$ cat src/rtl/ltpi_csr_pkg.sv
// Shared types and constants for the LTPI CSR Avalon-MM register bank.
package ltpi_csr_pkg;

    localparam int MAX_REGS = 256;

    typedef enum logic [1:0] {
        RESP_OKAY   = 2'b00,
        RESP_SLVERR = 2'b10
    } avmm_resp_t;

    // Returned for reads that fall outside the implemented register range.
    localparam logic [31:0] ERR_DATA = 32'hBAD0_CAFE;

    typedef enum logic [1:0] {
        REG_RW  = 2'd0,
        REG_RO  = 2'd1,
        REG_W1C = 2'd2
    } reg_type_t;

    // Read-only takes precedence over W1C when both mask bits are set.
    function automatic reg_type_t reg_type(input int idx,
                                           input logic [MAX_REGS-1:0] ro_mask,
                                           input logic [MAX_REGS-1:0] w1c_mask);
        reg_type_t t;
        if (ro_mask[idx]) begin
            t = REG_RO;
        end else if (w1c_mask[idx]) begin
            t = REG_W1C;
        end else begin
            t = REG_RW;
        end
        return t;
    endfunction

endpackage

$ cat src/rtl/ltpi_csr_avmm_bank_if.sv
// Avalon-MM slave bus bundle for the LTPI CSR register bank.
interface ltpi_csr_avmm_bank_if #(
    parameter int ADDR_W = 8,
    parameter int DATA_W = 32
);
    logic [ADDR_W-1:0]   avmm_address;
    logic                avmm_read;
    logic                avmm_write;
    logic [DATA_W-1:0]   avmm_writedata;
    logic [DATA_W/8-1:0] avmm_byteenable;
    logic                avmm_waitrequest;
    logic [DATA_W-1:0]   avmm_readdata;
    logic                avmm_readdatavalid;
    logic [1:0]          avmm_response;

    modport master (
        output avmm_address, avmm_read, avmm_write, avmm_writedata, avmm_byteenable,
        input  avmm_waitrequest, avmm_readdata, avmm_readdatavalid, avmm_response
    );

    modport slave (
        input  avmm_address, avmm_read, avmm_write, avmm_writedata, avmm_byteenable,
        output avmm_waitrequest, avmm_readdata, avmm_readdatavalid, avmm_response
    );
endinterface

$ cat src/rtl/ltpi_csr_rd_pipe.sv
// Fixed-latency read return pipe: valid/data/response shift register with synchronous clear.
module ltpi_csr_rd_pipe
    import ltpi_csr_pkg::*;
#(
    parameter int DATA_W = 32,
    parameter int RD_LAT = 1
) (
    input  logic              clk,
    input  logic              clr,
    input  logic              in_valid,
    input  logic [DATA_W-1:0] in_data,
    input  avmm_resp_t        in_resp,
    output logic              out_valid,
    output logic [DATA_W-1:0] out_data,
    output avmm_resp_t        out_resp
);

    logic [RD_LAT-1:0] valid_r;
    logic [DATA_W-1:0] data_r [RD_LAT];
    avmm_resp_t        resp_r [RD_LAT];

    // Data/response stages only load on a valid beat so the last stage holds its value when idle.
    always_ff @(posedge clk) begin
        if (clr) begin
            for (int k = 0; k < RD_LAT; k++) begin
                valid_r[k] <= 1'b0;
                data_r[k]  <= '0;
                resp_r[k]  <= RESP_OKAY;
            end
        end else begin
            valid_r[0] <= in_valid;
            if (in_valid) begin
                data_r[0] <= in_data;
                resp_r[0] <= in_resp;
            end
            for (int k = 1; k < RD_LAT; k++) begin
                valid_r[k] <= valid_r[k-1];
                if (valid_r[k-1]) begin
                    data_r[k] <= data_r[k-1];
                    resp_r[k] <= resp_r[k-1];
                end
            end
        end
    end

    assign out_valid = valid_r[RD_LAT-1];
    assign out_data  = data_r[RD_LAT-1];
    assign out_resp  = resp_r[RD_LAT-1];

endmodule

$ cat src/rtl/ltpi_csr_avmm_bank.sv
// Parametrised Avalon-MM CSR bank with RW / RO / W1C registers.
// Optional build macro LTPI_CSR_COR_EN: reads of W1C registers clear the returned bits.
module ltpi_csr_avmm_bank
    import ltpi_csr_pkg::*;
#(
    parameter int                         DATA_W   = 32,
    parameter int                         NUM_REGS = 16,
    parameter int                         ADDR_W   = 8,
    parameter int                         RD_LAT   = 1,
    parameter logic [NUM_REGS-1:0]        RO_MASK  = '0,
    parameter logic [NUM_REGS-1:0]        W1C_MASK = '0,
    parameter logic [NUM_REGS*DATA_W-1:0] RST_VAL  = '0
) (
    input  logic                         clk,
    input  logic                         reset,
    ltpi_csr_avmm_bank_if.slave          avmm,
    input  logic [NUM_REGS*DATA_W-1:0]   hw_set,
    input  logic [NUM_REGS*DATA_W-1:0]   hw_ro_data,
    output logic [NUM_REGS*DATA_W-1:0]   reg_q,
    output logic [NUM_REGS-1:0]          reg_wr_pulse
);

    localparam int              BE_W       = DATA_W / 8;
    localparam logic [ADDR_W:0] NUM_REGS_A = (ADDR_W + 1)'(NUM_REGS);

    logic                       wait_r;
    logic                       wr_acc_s;
    logic                       rd_acc_s;
    logic                       in_range_s;
    logic [DATA_W-1:0]          be_mask_s;
    logic [DATA_W-1:0]          wmask_s;
    logic [NUM_REGS-1:0]        addr_hit_s;
    logic [NUM_REGS*DATA_W-1:0] rd_src_s;
    logic [DATA_W-1:0]          rd_raw_s;
    logic [DATA_W-1:0]          rd_data_s;
    avmm_resp_t                 rd_resp_s;
    avmm_resp_t                 pipe_resp_s;
    logic                       unused_s;

    // Hold off the master during reset and for one cycle after it releases.
    always_ff @(posedge clk) begin
        if (reset) begin
            wait_r <= 1'b1;
        end else begin
            wait_r <= 1'b0;
        end
    end

    // A simultaneous read+write is a protocol error: the write wins, the read is dropped.
    assign wr_acc_s   = avmm.avmm_write && !wait_r;
    assign rd_acc_s   = avmm.avmm_read && !avmm.avmm_write && !wait_r;
    assign in_range_s = ({1'b0, avmm.avmm_address} < NUM_REGS_A);
    assign wmask_s    = avmm.avmm_writedata & be_mask_s;

    // Expand byte enables into a bit mask.
    always_comb begin
        be_mask_s = '0;
        for (int b = 0; b < BE_W; b++) begin
            be_mask_s[b*8 +: 8] = {8{avmm.avmm_byteenable[b]}};
        end
    end

    // One-hot address decode and read-data selection.
    always_comb begin
        addr_hit_s = '0;
        rd_raw_s   = '0;
        for (int i = 0; i < NUM_REGS; i++) begin
            addr_hit_s[i] = (avmm.avmm_address == ADDR_W'(i));
            rd_raw_s      = rd_raw_s | ({DATA_W{addr_hit_s[i]}} & rd_src_s[i*DATA_W +: DATA_W]);
        end
    end

    // Out-of-range reads return the error pattern with SLVERR.
    always_comb begin
        if (in_range_s) begin
            rd_data_s = rd_raw_s;
            rd_resp_s = RESP_OKAY;
        end else begin
            rd_data_s = DATA_W'(ERR_DATA);
            rd_resp_s = RESP_SLVERR;
        end
    end

    for (genvar i = 0; i < NUM_REGS; i++) begin : g_reg
        localparam reg_type_t RT = reg_type(i, MAX_REGS'(RO_MASK), MAX_REGS'(W1C_MASK));
        logic [DATA_W-1:0] q_r;
        logic              wr_hit_s;

        assign wr_hit_s = wr_acc_s && addr_hit_s[i];

        if (RT == REG_RO) begin : g_ro
            // Mirror the live hardware value so reg_q tracks it.
            always_ff @(posedge clk) begin
                if (reset) begin
                    q_r <= '0;
                end else begin
                    q_r <= hw_ro_data[i*DATA_W +: DATA_W];
                end
            end
            assign rd_src_s[i*DATA_W +: DATA_W] = hw_ro_data[i*DATA_W +: DATA_W];
        end else if (RT == REG_W1C) begin : g_w1c
            logic [DATA_W-1:0] clr_s;
`ifdef LTPI_CSR_COR_EN
            logic              rd_hit_s;
            assign rd_hit_s = rd_acc_s && addr_hit_s[i];
`endif
            // Bits to clear this cycle: write-1 lanes, plus returned bits on a clearing read.
            always_comb begin
                clr_s = wr_hit_s ? wmask_s : '0;
`ifdef LTPI_CSR_COR_EN
                clr_s = clr_s | (rd_hit_s ? q_r : '0);
`endif
            end
            // Hardware set is applied after the clear so a coincident set always wins.
            always_ff @(posedge clk) begin
                if (reset) begin
                    q_r <= '0;
                end else begin
                    q_r <= (q_r & ~clr_s) | hw_set[i*DATA_W +: DATA_W];
                end
            end
            assign rd_src_s[i*DATA_W +: DATA_W] = q_r;
        end else begin : g_rw
            // Byte-lane merge of write data into the stored value.
            always_ff @(posedge clk) begin
                if (reset) begin
                    q_r <= RST_VAL[i*DATA_W +: DATA_W];
                end else if (wr_hit_s) begin
                    q_r <= (q_r & ~be_mask_s) | wmask_s;
                end
            end
            assign rd_src_s[i*DATA_W +: DATA_W] = q_r;
        end

        assign reg_q[i*DATA_W +: DATA_W] = q_r;
    end

    // Write strobe for the addressed register, one cycle, aligned with the reg_q update.
    always_ff @(posedge clk) begin
        if (reset) begin
            reg_wr_pulse <= '0;
        end else if (wr_acc_s) begin
            reg_wr_pulse <= addr_hit_s;
        end else begin
            reg_wr_pulse <= '0;
        end
    end

    ltpi_csr_rd_pipe #(
        .DATA_W (DATA_W),
        .RD_LAT (RD_LAT)
    ) u_rd_pipe (
        .clk       (clk),
        .clr       (reset),
        .in_valid  (rd_acc_s),
        .in_data   (rd_data_s),
        .in_resp   (rd_resp_s),
        .out_valid (avmm.avmm_readdatavalid),
        .out_data  (avmm.avmm_readdata),
        .out_resp  (pipe_resp_s)
    );

    assign avmm.avmm_response    = pipe_resp_s;
    assign avmm.avmm_waitrequest = wait_r;

    // Slices of hw_set / hw_ro_data belonging to other register types are intentionally ignored.
    assign unused_s = ^{hw_set, hw_ro_data};

endmodule

$ cat src/flat_wrapper.sv
// flat-port wrapper written by rule: the top's interface ports become plain ports
module ltpi_csr_avmm_bank_flat import ltpi_csr_pkg::*;
#(
    parameter int                         DATA_W   = 32,
    parameter int                         NUM_REGS = 16,
    parameter int                         ADDR_W   = 8,
    parameter int                         RD_LAT   = 1,
    parameter logic [NUM_REGS-1:0]        RO_MASK  = '0,
    parameter logic [NUM_REGS-1:0]        W1C_MASK = '0,
    parameter logic [NUM_REGS*DATA_W-1:0] RST_VAL  = '0
)
  (clk, reset, hw_set, hw_ro_data, reg_q, reg_wr_pulse, avmm_avmm_address, avmm_avmm_read, avmm_avmm_write, avmm_avmm_writedata, avmm_avmm_byteenable, avmm_avmm_waitrequest, avmm_avmm_readdata, avmm_avmm_readdatavalid, avmm_avmm_response);
  ltpi_csr_avmm_bank_if #(.ADDR_W(ADDR_W), .DATA_W(DATA_W)) avmm_i ();
  input  logic clk;
  input  logic reset;
  input  logic [NUM_REGS*DATA_W-1:0] hw_set;
  input  logic [NUM_REGS*DATA_W-1:0] hw_ro_data;
  output logic [NUM_REGS*DATA_W-1:0] reg_q;
  output logic [NUM_REGS-1:0] reg_wr_pulse;
  input wire logic [$bits(avmm_i.avmm_address)-1:0] avmm_avmm_address;
  input wire logic [$bits(avmm_i.avmm_read)-1:0] avmm_avmm_read;
  input wire logic [$bits(avmm_i.avmm_write)-1:0] avmm_avmm_write;
  input wire logic [$bits(avmm_i.avmm_writedata)-1:0] avmm_avmm_writedata;
  input wire logic [$bits(avmm_i.avmm_byteenable)-1:0] avmm_avmm_byteenable;
  output wire logic [$bits(avmm_i.avmm_waitrequest)-1:0] avmm_avmm_waitrequest;
  output wire logic [$bits(avmm_i.avmm_readdata)-1:0] avmm_avmm_readdata;
  output wire logic [$bits(avmm_i.avmm_readdatavalid)-1:0] avmm_avmm_readdatavalid;
  output wire logic [$bits(avmm_i.avmm_response)-1:0] avmm_avmm_response;
  assign avmm_i.avmm_address = avmm_avmm_address;
  assign avmm_i.avmm_read = avmm_avmm_read;
  assign avmm_i.avmm_write = avmm_avmm_write;
  assign avmm_i.avmm_writedata = avmm_avmm_writedata;
  assign avmm_i.avmm_byteenable = avmm_avmm_byteenable;
  assign avmm_avmm_waitrequest = avmm_i.avmm_waitrequest;
  assign avmm_avmm_readdata = avmm_i.avmm_readdata;
  assign avmm_avmm_readdatavalid = avmm_i.avmm_readdatavalid;
  assign avmm_avmm_response = avmm_i.avmm_response;
  ltpi_csr_avmm_bank #(.DATA_W(DATA_W), .NUM_REGS(NUM_REGS), .ADDR_W(ADDR_W), .RD_LAT(RD_LAT), .RO_MASK(RO_MASK), .W1C_MASK(W1C_MASK), .RST_VAL(RST_VAL)) u_core (.clk(clk), .reset(reset), .avmm(avmm_i), .hw_set(hw_set), .hw_ro_data(hw_ro_data), .reg_q(reg_q), .reg_wr_pulse(reg_wr_pulse));
endmodule
$ cat config.mk
export PLATFORM = sky130hd
export DESIGN_NAME = ltpi_csr_avmm_bank_flat
export DESIGN_NICKNAME = d
export VERILOG_FILES = /design/src/rtl/ltpi_csr_pkg.sv /design/src/rtl/ltpi_csr_avmm_bank_if.sv /design/src/rtl/ltpi_csr_rd_pipe.sv /design/src/rtl/ltpi_csr_avmm_bank.sv /design/src/flat_wrapper.sv
export SDC_FILE = /design/constraint.sdc
export NUM_CORES = 1
export LEC_CHECK = 0
export CAP_MARGIN = 10
export CORE_AREA = 2 2 647 649
export DETAILED_ROUTE_END_ITERATION = 8
export DIE_AREA = 0 0 649 651
export HOLD_SLACK_MARGIN = 0.08
export PLACE_DENSITY = 0.34
export REMOVE_ABC_BUFFERS = 1
export SKIP_LAST_GASP = 1
export SYNTH_ARGS = -nofsm -noshare
export SYNTH_HDL_FRONTEND = slang
export SYNTH_SLANG_ARGS = --single-unit
$ cat constraint.sdc
create_clock -name clk -period 2.3 [get_ports clk]
set_input_delay 0.345 -clock clk [delete_from_list [all_inputs] [get_ports clk]]
set_output_delay 0.345 -clock clk [all_outputs]
set_load 0.005 [all_outputs]
=== Word-level counts from Yosys, hierarchy flattened ===
Memories as Yosys holds them, arrays and structs flattened.
Index checks and enable logic that the tools add are counted.

* Register bits: 530
* Latch bits: 0
* Memory bits (writable): 34
* ROM bits: 0
* Input port bits: 1072
* Memories kept: 2

{| class="wikitable"
|+ Memories
! name !! depth !! bits a word !! rd ports !! clocked after Yosys merged registers in !! write ports !! line !! RTL
|-
| u_core.u_rd_pipe.data_r || 1 || 32 || 1 || 0 || 1 || ltpi_csr_rd_pipe.sv:19 || <nowiki>logic [DATA_W-1:0] data_r [RD_LAT];</nowiki>
|-
| u_core.u_rd_pipe.resp_r || 1 || 2 || 1 || 0 || 1 || ltpi_csr_rd_pipe.sv:20 || <nowiki>avmm_resp_t resp_r [RD_LAT];</nowiki>
|}

* Add/subtract/negate cells: 0
* $mul: 0
* Divide/modulo/power cells: 0
* Order comparisons: 1
* Equality and inequality tests: 15
* Shifts and indexed selects: 0
* Muxes and demuxes: 11
* Bitwise logic cells: 66
* Reduce and logical (&&, ||, !) cells: 25

{| class="wikitable"
|+ Operator list
! operator !! number
|-
| $and 32x32->32 || 33
|-
| $or 32x32->32 || 31
|-
| $eq 8x4->1 const B || 8
|-
| $mux 32 || 2
|-
| $eq 8x3->1 const B || 4
|-
| $not 32->32 || 1
|-
| $reduce_or 32->1 || 1
|-
| $logic_and 1x1->1 || 19
|-
| $eq 8x2->1 const B || 2
|-
| $eq 8x1->1 const B || 1
|-
| $logic_not 8->1 || 1
|-
| $lt 8x5->1 const B || 1
|-
| $mux 1 || 7
|-
| $mux 2 || 2
|-
| $reduce_or 2->1 || 2
|-
| $logic_not 1->1 || 2
|-
| $not 1->1 || 1
|}

=== Longest topological paths before layout ===
Gate-level depths: netlist of run 1.

* Depth after elaboration: 19
* Gate-level depth with buffers: 9

=== Modules after synthesis ===
From an unflattened synthesis of run 1, not the netlist that was laid out.

* Cell total of the unflattened synthesis: 3053
* Area, all modules: 24094.4 um^2

{| class="wikitable"
|+ Modules (own cells, without submodules)
! module !! times used !! cells each !! area an instance (um^2) !! seq. area each (um^2)
|-
| ltpi_csr_avmm_bank || 1 || 2976 || 22688.0 || 10590.2
|-
| ltpi_csr_rd_pipe || 1 || 77 || 1406.3 || 1041.0
|}

=== Worst setup path after synthesis of run 1 ===
No wires, ideal clock.

* Path type: input-to-reg
* Start point: input avmm_avmm_address[0]
* End point: memory u_core.u_rd_pipe.data_r[0][3] (data pin)
* Library setup time: 270 ps
* Data arrival time: 1891 ps
* Required time: 2030 ps
* Path slack: 138 ps
* Stages: 7
* Cell sequence: buf_2 > buf_2 > buf_2 > mux2_2 > a311o_1 > a221oi_1 > a31oi_1

* Cells in the longest elaborated chain, start to end: 19
* Elaborated cells between the ends (all ways): 50
* Classes of those cells: 1 x order compare; 15 x eq/ne; 2 x mux; 31 x bitwise; 1 x reduce/logical

{| class="wikitable"
|+ RTL lines
! what !! line !! RTL
|-
| start: declaration || flat_wrapper.sv:20 || <nowiki>input wire logic [$bits(avmm_i.avmm_address)-1:0] avmm_avmm_address;</nowiki>
|-
| $eq 8x1->1 / $logic_not 8->1 (equally long branches) || ltpi_csr_avmm_bank.sv:68 || <nowiki>addr_hit_s[i] = (avmm.avmm_address == ADDR_W'(i));</nowiki>
|-
| $and 32x32->32 || ltpi_csr_avmm_bank.sv:69 || <nowiki>rd_raw_s = rd_raw_s | ({DATA_W{addr_hit_s[i]}} & rd_src_s[i*DATA_W +: DATA_W]);</nowiki>
|-
| $or 32x32->32 (15 in series) || ltpi_csr_avmm_bank.sv:69 ||
|-
| $mux 32 (*) || ltpi_csr_avmm_bank.sv:75 || <nowiki>if (in_range_s) begin</nowiki>
|-
| $mux 32 (no source line) (*) || -- ||
|-
| end: declaration || ltpi_csr_rd_pipe.sv:19 ||
|}

Mark *: on every way between the ends. The rest lies on a longest branch, timed or not.

=== Final worst setup path of run 1 ===
* Start point: input avmm_avmm_address[5]
* End point: memory u_core.u_rd_pipe.data_r[0][28] (data pin)

The elaborated chain is that of the path after synthesis.

==> results of run 1 <==
[power by group through the flow]
stage	clock network (uW)	registers, uW	logic [uW]
after floorplan	0	10100	219
after global placement	0	10200	1910
after detailed placement	0	10100	1910
after CTS	12800	9930	1910
after global routing	13200	9930	1940
final	12600	9930	1900
[worst min path at each step]
stage,start,end,slack (ns),depth (start not counted)
after floorplan,reset,u_core.avmm.avmm_waitrequest,0.37,0
after global placement,flop,flop,0.45,2
after detailed placement,flop,flop,0.46,2
after CTS,avmm_avmm_byteenable[1],flop,0.09,3
after global routing,avmm_avmm_byteenable[1],flop,0.12,3
final,avmm_avmm_byteenable[1],flop,0.13,3
[logic make-up after synthesis]
logic type	share of synthesized area, %
flip-flops	47.2
buffers and inverters	4.41
other	0.0153
AND/OR/NAND/NOR	18.5
multiplexers	12.8
AO/OA/AOI/OAI	17.1
[through the flow]
stage | std cells | setup TNS [ns] | total power, uW | util [%]
6_report | 9337 | -0.201 | 24500 | 10.6
5_1_grt | 9330 | -0.140 | 25100 | 10.6
3_3_place_gp | 9182 | -237.24 | 12100 | 10.0
2_1_floorplan | 2585 | -370.26 | 10300 | -
3_5_place_dp | 9182 | -240.17 | 12100 | 10.0
4_1_cts | 9323 | -0.193 | 24700 | 10.6
[worst register-to-register path, delay by kind of cell (launching register included)]
family         cells  cell delay [ns]
flip-flops         1             0.38
AO/OA/AOI/OAI      2             1.24
multiplexers       1             0.29
[timing repair]
item | in CTS | in global routing
hold endpoints to repair | 18 | 0
setup endpoints to repair | 102 | 8
hold buffers | 1 | 0
resized for setup | 104 | 9
pin swaps | 1 | 2
buffers inserted | 0 | 5
[cell usage in the layout, fill, tap and decap left out, types with 33 or more instances in the layout]
cell | Yosys | routed
dfxtp_1 | 530 | 525
dlygate4sd2_1 | 0 | 95
nand3_1 | 124 | 124
buf_4 | 5 | 435
edfxtp_1 | 33 | 33
buf_12 | 0 | 105
nand2_1 | 474 | 468
clkdlybuf4s50_1 | 0 | 452
nor2_1 | 271 | 263
mux2i_1 | 250 | 250
o21ai_0 | 158 | 158
a22oi_1 | 51 | 51
a21oi_1 | 340 | 340
clkbuf_16 | 0 | 78
[area by class of cell]
class / count / area [um2]
inverter: 2 / 7.51
timing repair buffer: 1105 / 10900
clock buffer: 116 / 2260
fill: 47896 / 371000
antenna: 9 / 22.5
clock inverter: 25 / 345
multi-input combinational: 2020 / 12100
sequential: 563 / 11600
tap: 5497 / 6880
[routing by layer]
| layer | share of wire, % | global-route usage (%) | wire length (um) |
|---|---|---|---|
| met3 | 10 | 4.69 | 26200 |
| met4 | 5.2 | 5.13 | 13400 |
| met2 | 46 | 19.1 | 118000 |
| met5 | 0.011 | 0 | 29 |
| met1 | 39 | 13.4 | 99800 |
==> reports/metrics.yaml, run 1 <==
run_status:
  status: "finished, violations left"
  violations: "negative setup slack"
worst_setup_path:
  worst-endpoint-arrival_ns: 2.90
  path_buf_inv: 5
  crit_family: "compound AO/OA/AOI/OAI gates"
  cp-start-kind: "primary input"
  critPathKind: "in -> reg"
  r2r_slack_ns: 0.08
  slowest_delay_ns: 1.02
  required_ns: 2.71
  r2r_cells: 3
  slowest_stage: "a222oi_1"
  worstReg2RegEnd: "u_core.u_rd_pipe.data_r[0][28]"
  critPathCapture: "u_core.u_rd_pipe.data_r[0][28]"
  path_cells: "clkdlybuf4s50_1 -> buf_4 -> nor4_4 -> buf_12 -> buf_12 -> and3_4 -> buf_4 -> a222oi_1 -> a31oi_1"
  crit_cells: 9
  cp_max_fo: 17
  cp-startpoint: "avmm_avmm_address[5]"
  end_kind: "flop"
sta:
  fmax_ghz: 0.401
  post-route-period-util_pct: 108
  min_period_ns: 2.49
  slew_headroom_pct: 14.4
  worst_pin_slew_ns: 1.28
  fin_skew_ns: 0.0760
  holdWs_ns: 0.132
  rsz0062_at_grt: "yes"
  final-hold-violation-count: 0
  setup_viol: 2
  finalMaxSlewViolations: 0
  timing.final.ws_setup_ns: -0.193
logic_synthesis:
  synth-seq-area-share_pct: 47.2
  synthDistinctLibCells: 68
  synthArstFlopShare_pct: 0
  post_synth.cell_area_avg_um2: 8.63
  ys.warnings.count: 0
  synthTopCellsByArea: "dfxtp_1 43%, mux2i_1 10%, nand2_1 7.2%, a21oi_1 6.9%, nor2_1 4.1%"
  synth_edf_count: 33
  synthTopCellsByCount: "530 x dfxtp_1, 474 x nand2_1, 340 x a21oi_1"
  synth_most_common_cell: "dfxtp_1"
  yosys.area.top_type_share_pct: 43.2
  ys.flop_type: "dfxtp_1"
  ys_seq_elements: 563
  syn-instance-count: 2847
  yosysTopAreaCell: "dfxtp_1"
  syn_area_um2: 24600
die:
  coreArea_um2: 415000
  fp.dieW_um: 649
  num_rows: 237
  dieArea_um2: 422000
  fp.dieH_um: 651
  io_pins: 1636
  initial_utilization_pct: 5.91
routing:
  wl_per_cell_um: 27.5
  ant_nets: 0
  firstDrtPassIters: 6
  drtIter0Drc: 2972
  viasPerCell: 3.01
  vias: 28100
  wl_um: 257000
  drc: 0
place:
  dp_hpwl_um: 215000
  gp_congestion: 0.918
  preCtsSetupSlack_ns: -1.06
  placement.cell_area_um2: 41500
  io_buffers: 610
pwr:
  peakVddDrop_uv: 537
  p_comb_share_pct: 7.8
  sw_frac_of_total_pct: 27.7
  p_sw_uw: 6780
  p_per_area_nw_per_um2: 554
  internal_power_uw: 17700
  clkPwrFrac_pct: 51.7
  p_leak_uw: 0.0155
  share_seq_of_total_power_pct: 40.6
run:
  maxCapViolations: 0
cts:
  clk-insertion-delay-late_ns: 0.73
  cts_tree: "built"
  cts_buffer_depth: 3
  htree_levels: 3
  numCtsBuffers: 77
  clk_pin_slew_worst_paths_ns: 0.06
  clock-root-buffer: "clkbuf_16"
  clock-sinks: 563
global_route:
  grt_pass1_wl_um: 321000
  grt_antenna_before_repair: 39
  overflow: 0
  grt_max_degree: 83
  grt_pass1_vias: 27144
  grt_usage_pct: 11.7
finish:
  final_area_um2: 44100
  post_route_cells_drive_above_1_share_pct: 20.9
  final_nets: 4841
  area_growth_syn_to_layout_pct: 79.7
min_path:
  hp-class: "in -> reg"
No activity file was read; power rests on OpenSTA's default activity.
==> run 2: changes to the inputs <==
Settings changed: CTS_BUF_LIST set to sky130_fd_sc_hd__clkbuf_16.
==> run 2 against run 1 <==
Net effect:
- the flow still finishes with violations (negative setup slack)
- non-clock buffer count up 8
- combinational power about the same
- via count up 0.92%
- final cell count about the same
==> reports/metrics.yaml, run 2 (synthesized netlist as in run 1, its figures left out) <==
place:
  dp_hpwl_um: 215000
  gp_congestion: 0.918
  io_buffers: 610
cts:
  clock-sinks: 563
  clock-root-buffer: "clkbuf_16"
  numCtsBuffers: 77
  cts_buffer_depth: 3
  htree_levels: 3
  clk_pin_slew_worst_paths_ns: 0.06
  clk-insertion-delay-late_ns: 0.73
  cts_tree: "built"
worst_setup_path:
  cp_max_fo: 14
  worst-endpoint-arrival_ns: 2.76
  end_kind: "flop"
  cp-start-kind: "primary input"
  critPathKind: "in -> reg"
  required_ns: 2.71
sta:
  setup_viol: 13
  final-hold-violation-count: 0
  timing.final.ws_setup_ns: -0.0456
  min_period_ns: 2.35
  worst_pin_slew_ns: 1.17
  fmax_ghz: 0.426
  post-route-period-util_pct: 102
  rsz0062_at_grt: "yes"
  fin_skew_ns: 0.0775
  setup_tns_ns: -0.199
  finalMaxSlewViolations: 0
  slew_headroom_pct: 21.7
run_status:
  violations: "negative setup slack"
  status: "finished, violations left"
routing:
  wl_per_cell_um: 27.5
  viasPerCell: 3.04
  vias: 28358
  ant_nets: 0
  firstDrtPassIters: 6
  wl_um: 257000
  drc: 0
  drtIter0Drc: 2817
global_route:
  grt_antenna_before_repair: 38
  grt_pass1_vias: 27176
  grt_pass1_wl_um: 322000
  grt_usage_pct: 11.7
  grt_max_degree: 83
  overflow: 0
pwr:
  p_per_area_nw_per_um2: 541
  p_leak_uw: 0.0156
  peakVddDrop_uv: 530
finish:
  area_growth_syn_to_layout_pct: 79.2
  final_nets: 4849
  final_core_util_pct: 10.6
  final_common_cell: "dfxtp_1"
  layout_common_cells: "525 x dfxtp_1, 468 x nand2_1, 451 x clkdlybuf4s50_1, 443 x buf_4, 340 x a21oi_1"
  post_route_cells_drive_above_1_share_pct: 20.6
die:
  io_pins: 1636
  initial_utilization_pct: 5.91
  num_rows: 237
  dieArea_um2: 422000
  fp.dieW_um: 649
  fp.dieH_um: 651
  coreArea_um2: 415000
min_path:
  hp-class: "in -> reg"
run:
  maxCapViolations: 0
[run 2: cell types whose count changed in the layout (fill, tap and decap cells not counted)]
cell | previous run | this run
clkbuf_8 | 17 | 0
dlygate4sd2_1 | 95 | 94
diode_2 | 9 | 6
clkbuf_1 | 21 | 0
buf_4 | 435 | 443
clkdlybuf4s50_1 | 452 | 451
inv_1 | 2 | 23
dlymetal6s2s_1 | 9 | 11
clkinv_1 | 1 | 18
[run 2: critical path: stages]
cell	delay, ns
clkdlybuf4s50_1	0.49
buf_4	0.12
nor4_4	0.05
buf_12	0.17
buf_12	0.14
and3_4	0.17
buf_4	0.13
a222oi_1	0.94
a31oi_1	0.17
[run 2: repair_timing]
| item | 4_1_cts | 5_1_grt |
|---|---|---|
| setup endpoints to repair | 101 | 9 |
| cloned | 0 | 0 |
| setup buffers | 0 | 13 |
| endpoints found under the hold margin | 18 | 0 |
| pin swaps | 1 | 2 |
| gates resized for setup | 103 | 11 |
| hold buffers | 1 | 0 |
[run 2: cell type report]
cell class	instances	area, um2
Sequential cell	563	11600
Clock buffer	78	1950
Timing Repair Buffer	1113	11000
Clock inverter	63	488
Multi-Input combinational cell	2020	12100
Inverter	2	7.51
Fill cell	47927	371000
Antenna cell	6	15.0
Tap cell	5497	6880
[run 2: through the flow]
stage | setup WS [ns] | total power [uW] | hold WS (ns) | cells | instance area [um2]
after global routing | -0.114 | 24400 | 0.123 | 9338 | 44000
after detailed placement | -1.06 | 12100 | 0.464 | 9182 | 41500
after CTS | -0.194 | 24000 | 0.0877 | 9323 | 43900
after floorplan | -1.09 | 10300 | 0.373 | 2585 | 23500
final | -0.0456 | 23800 | 0.138 | 9342 | 44000
after global placement | -1.06 | 12100 | 0.455 | 9182 | 41500
[run 2: layer usage]
metal	vias to the layer above	share of wire, %	wire [um]	GRT usage, %
li1	11929	-	-	-
met1	14568	38	98900	13.3
met2	1526	46	118000	19.2
met3	325	10	27000	4.69
met4	10	5.3	13500	5.07
met5	-	0.024	62	0
[run 2: final timing paths]
| kind | start | end | slack [ns] | depth (start not counted) |
|---|---|---|---|---|
| max | avmm_avmm_address[5] | u_core.u_rd_pipe.data_r[0][28] | -0.05 | 9 |
| min | avmm_avmm_byteenable[1] | flop | 0.14 | 3 |
| max reg2reg | u_core.avmm.avmm_waitrequest | flop | 0.09 | 8 |
| min reg2reg | flop | flop | 0.47 | 2 |
[run 2: power by group]
group / internal, uW / total (uW) / leakage [uW] / switching [uW]
Combinational: 585 / 1900 / 0.00972 / 1320
Sequential: 9880 / 9930 / 0.00462 / 48.8
Clock: 6570 / 12000 / 0.00126 / 5410
==> run 3: changes to the inputs <==
Settings changed: CORE_AREA 2 2 647 649 to 2 2 638 640, DIE_AREA 0 0 649 651 to 0 0 640 642, RECOVER_POWER set to 100.
Clock period 2.3 ns to 2.2 ns, I/O delays scaled along.
==> run 3 against run 2 <==
Net effect:
- the flow now finishes without violations
- global-route usage barely moved
- critical path depth decreased by 8
- worst hold slack better by 0.12 ns
- critical path type is now reg -> out
- highest routed layer unchanged
==> reports/metrics.yaml, run 3 (synthesized netlist as in run 1, its figures left out) <==
run_status:
  status: "completed"
sta:
  finalMaxSlewViolations: 0
  rsz0062_at_grt: "no"
  post-route-period-util_pct: 99.0
  setup_viol: 0
  min_period_ns: 2.18
  slew_headroom_pct: 23.8
  worst_pin_slew_ns: 1.14
  fmax_ghz: 0.459
  final-hold-violation-count: 0
  fin_skew_ns: 0.0767
worst_setup_path:
  slowest_delay_ns: 0.71
  end_kind: "primary output"
  crit_family: "buffers and inverters"
  worst-endpoint-arrival_ns: 1.85
  slowest_stage: "clkdlybuf4s50_1"
  path_cells: "clkdlybuf4s50_1"
  cp_max_fo: 3
  crit_cells: 1
  required_ns: 1.87
  path_buf_inv: 1
  cp-start-kind: "flop"
  critPathKind: "reg -> out"
  r2r_cells: 4
cts:
  clk_pin_slew_worst_paths_ns: 0.07
  cts_tree: "built"
  numCtsBuffers: 74
  clock-root-buffer: "clkbuf_16"
  clock-sinks: 563
  cts_buffer_depth: 3
  htree_levels: 3
  clk-insertion-delay-late_ns: 0.73
global_route:
  grt_pass1_wl_um: 313000
  overflow: 0
  grt_max_degree: 86
  grt_pass1_vias: 26883
  grt_usage_pct: 11.6
  grt_antenna_before_repair: 35
finish:
  final_nets: 4872
  final_core_util_pct: 10.8
  area_growth_syn_to_layout_pct: 78.4
  final_area_um2: 43800
  final_common_cell: "dfxtp_1"
  layout_common_cells: "516 x dfxtp_1, 458 x nand2_1, 337 x a21oi_1, 336 x buf_4, 256 x nor2_1"
  fillCellCount: 46733
  post_route_cells_drive_above_1_share_pct: 21.8
routing:
  vias: 28012
  drc: 0
  drtIter0Drc: 2596
  ant_nets: 0
  firstDrtPassIters: 5
  viasPerCell: 3.01
  wl_per_cell_um: 26.7
  wl_um: 248000
die:
  coreArea_um2: 404000
  initial_utilization_pct: 6.08
  dieArea_um2: 411000
  fp.dieW_um: 640
  io_pins: 1636
  num_rows: 234
  fp.dieH_um: 642
place:
  dp_hpwl_um: 205000
  gp_congestion: 0.884
  io_buffers: 610
  placement.cell_area_um2: 41600
pwr:
  fin_total_pwr_uw: 24800
  p_per_area_nw_per_um2: 565
  p_leak_uw: 0.0160
  peakVddDrop_uv: 581
run:
  maxCapViolations: 0
min_path:
  hp-class: "in -> reg"
  hold_depth: 5
## run 3: path summary, 6_finish.rpt
path                           startpoint                        endpoint  slack, ns
max                                  flop                      reg_q[189]       0.02
min                  avmm_avmm_address[3]         u_core.reg_wr_pulse[15]       0.26
max reg2reg  u_core.avmm.avmm_waitrequest  u_core.u_rd_pipe.data_r[0][27]       0.04
min reg2reg                          flop                            flop       0.47
## run 3: per-layer routing
layer	vias up	global-route usage [%]	routed length [um]
met5	-	0	61
met4	10	4.94	13300
met3	338	4.04	23400
met2	1407	19.5	116000
met1	14245	13.4	95200
li1	12012	-	-
## run 3: cell type report
cell class	count	area, um2	area share [%]
Antenna cell	13	32.5	0.0742
Tap cell	5428	6790	15.5
Timing Repair Buffer	1139	10600	24.2
Clock buffer	77	1930	4.40
Sequential cell	563	11600	26.5
Multi-Input combinational cell	2020	12400	28.2
Clock inverter	57	477	1.09
Inverter	2	7.51	0.0171
## run 3: timing repair
| item | 4_1_cts | 5_1_grt |
|---|---|---|
| setup buffers | 15 | 5 |
| hold buffers | 1 | 0 |
| gates cloned | 1 | 1 |
| resized for setup | 202 | 73 |
| endpoints found under the setup margin | 458 | 328 |
| endpoints found under the hold margin | 2 | 0 |
| pin swaps | 16 | 19 |
## run 3: through the flow
step	hold WS (ns)	TNS (ns)	cells	setup WS, ns
after floorplan	0.358	-417.80	2585	-1.17
after global placement	0.457	-454.38	9136	-1.39
after detailed placement	0.464	-445.81	9136	-1.35
after CTS	0.214	-1.20	9283	-0.149
after global routing	0.247	0	9291	0.00417
final	0.259	0	9299	0.0218
## run 3: worst register-to-register path: stages, from the launching register on
cell	delay, ns
dfxtp_1	0.35
nor3b_1	0.22
clkbuf_1	0.34
or2_4	0.26
buf_2	0.54
## run 3: power by group
| group | leakage, uW | switching (uW) | total [uW] | internal (uW) |
|---|---|---|---|---|
| clock network | 0.00123 | 5610 | 12400 | 6780 |
| logic | 0.0101 | 1390 | 2010 | 617 |
| registers | 0.00462 | 44.3 | 10400 | 10300 |
| total | 0.0160 | 7050 | 24800 | 17700 |
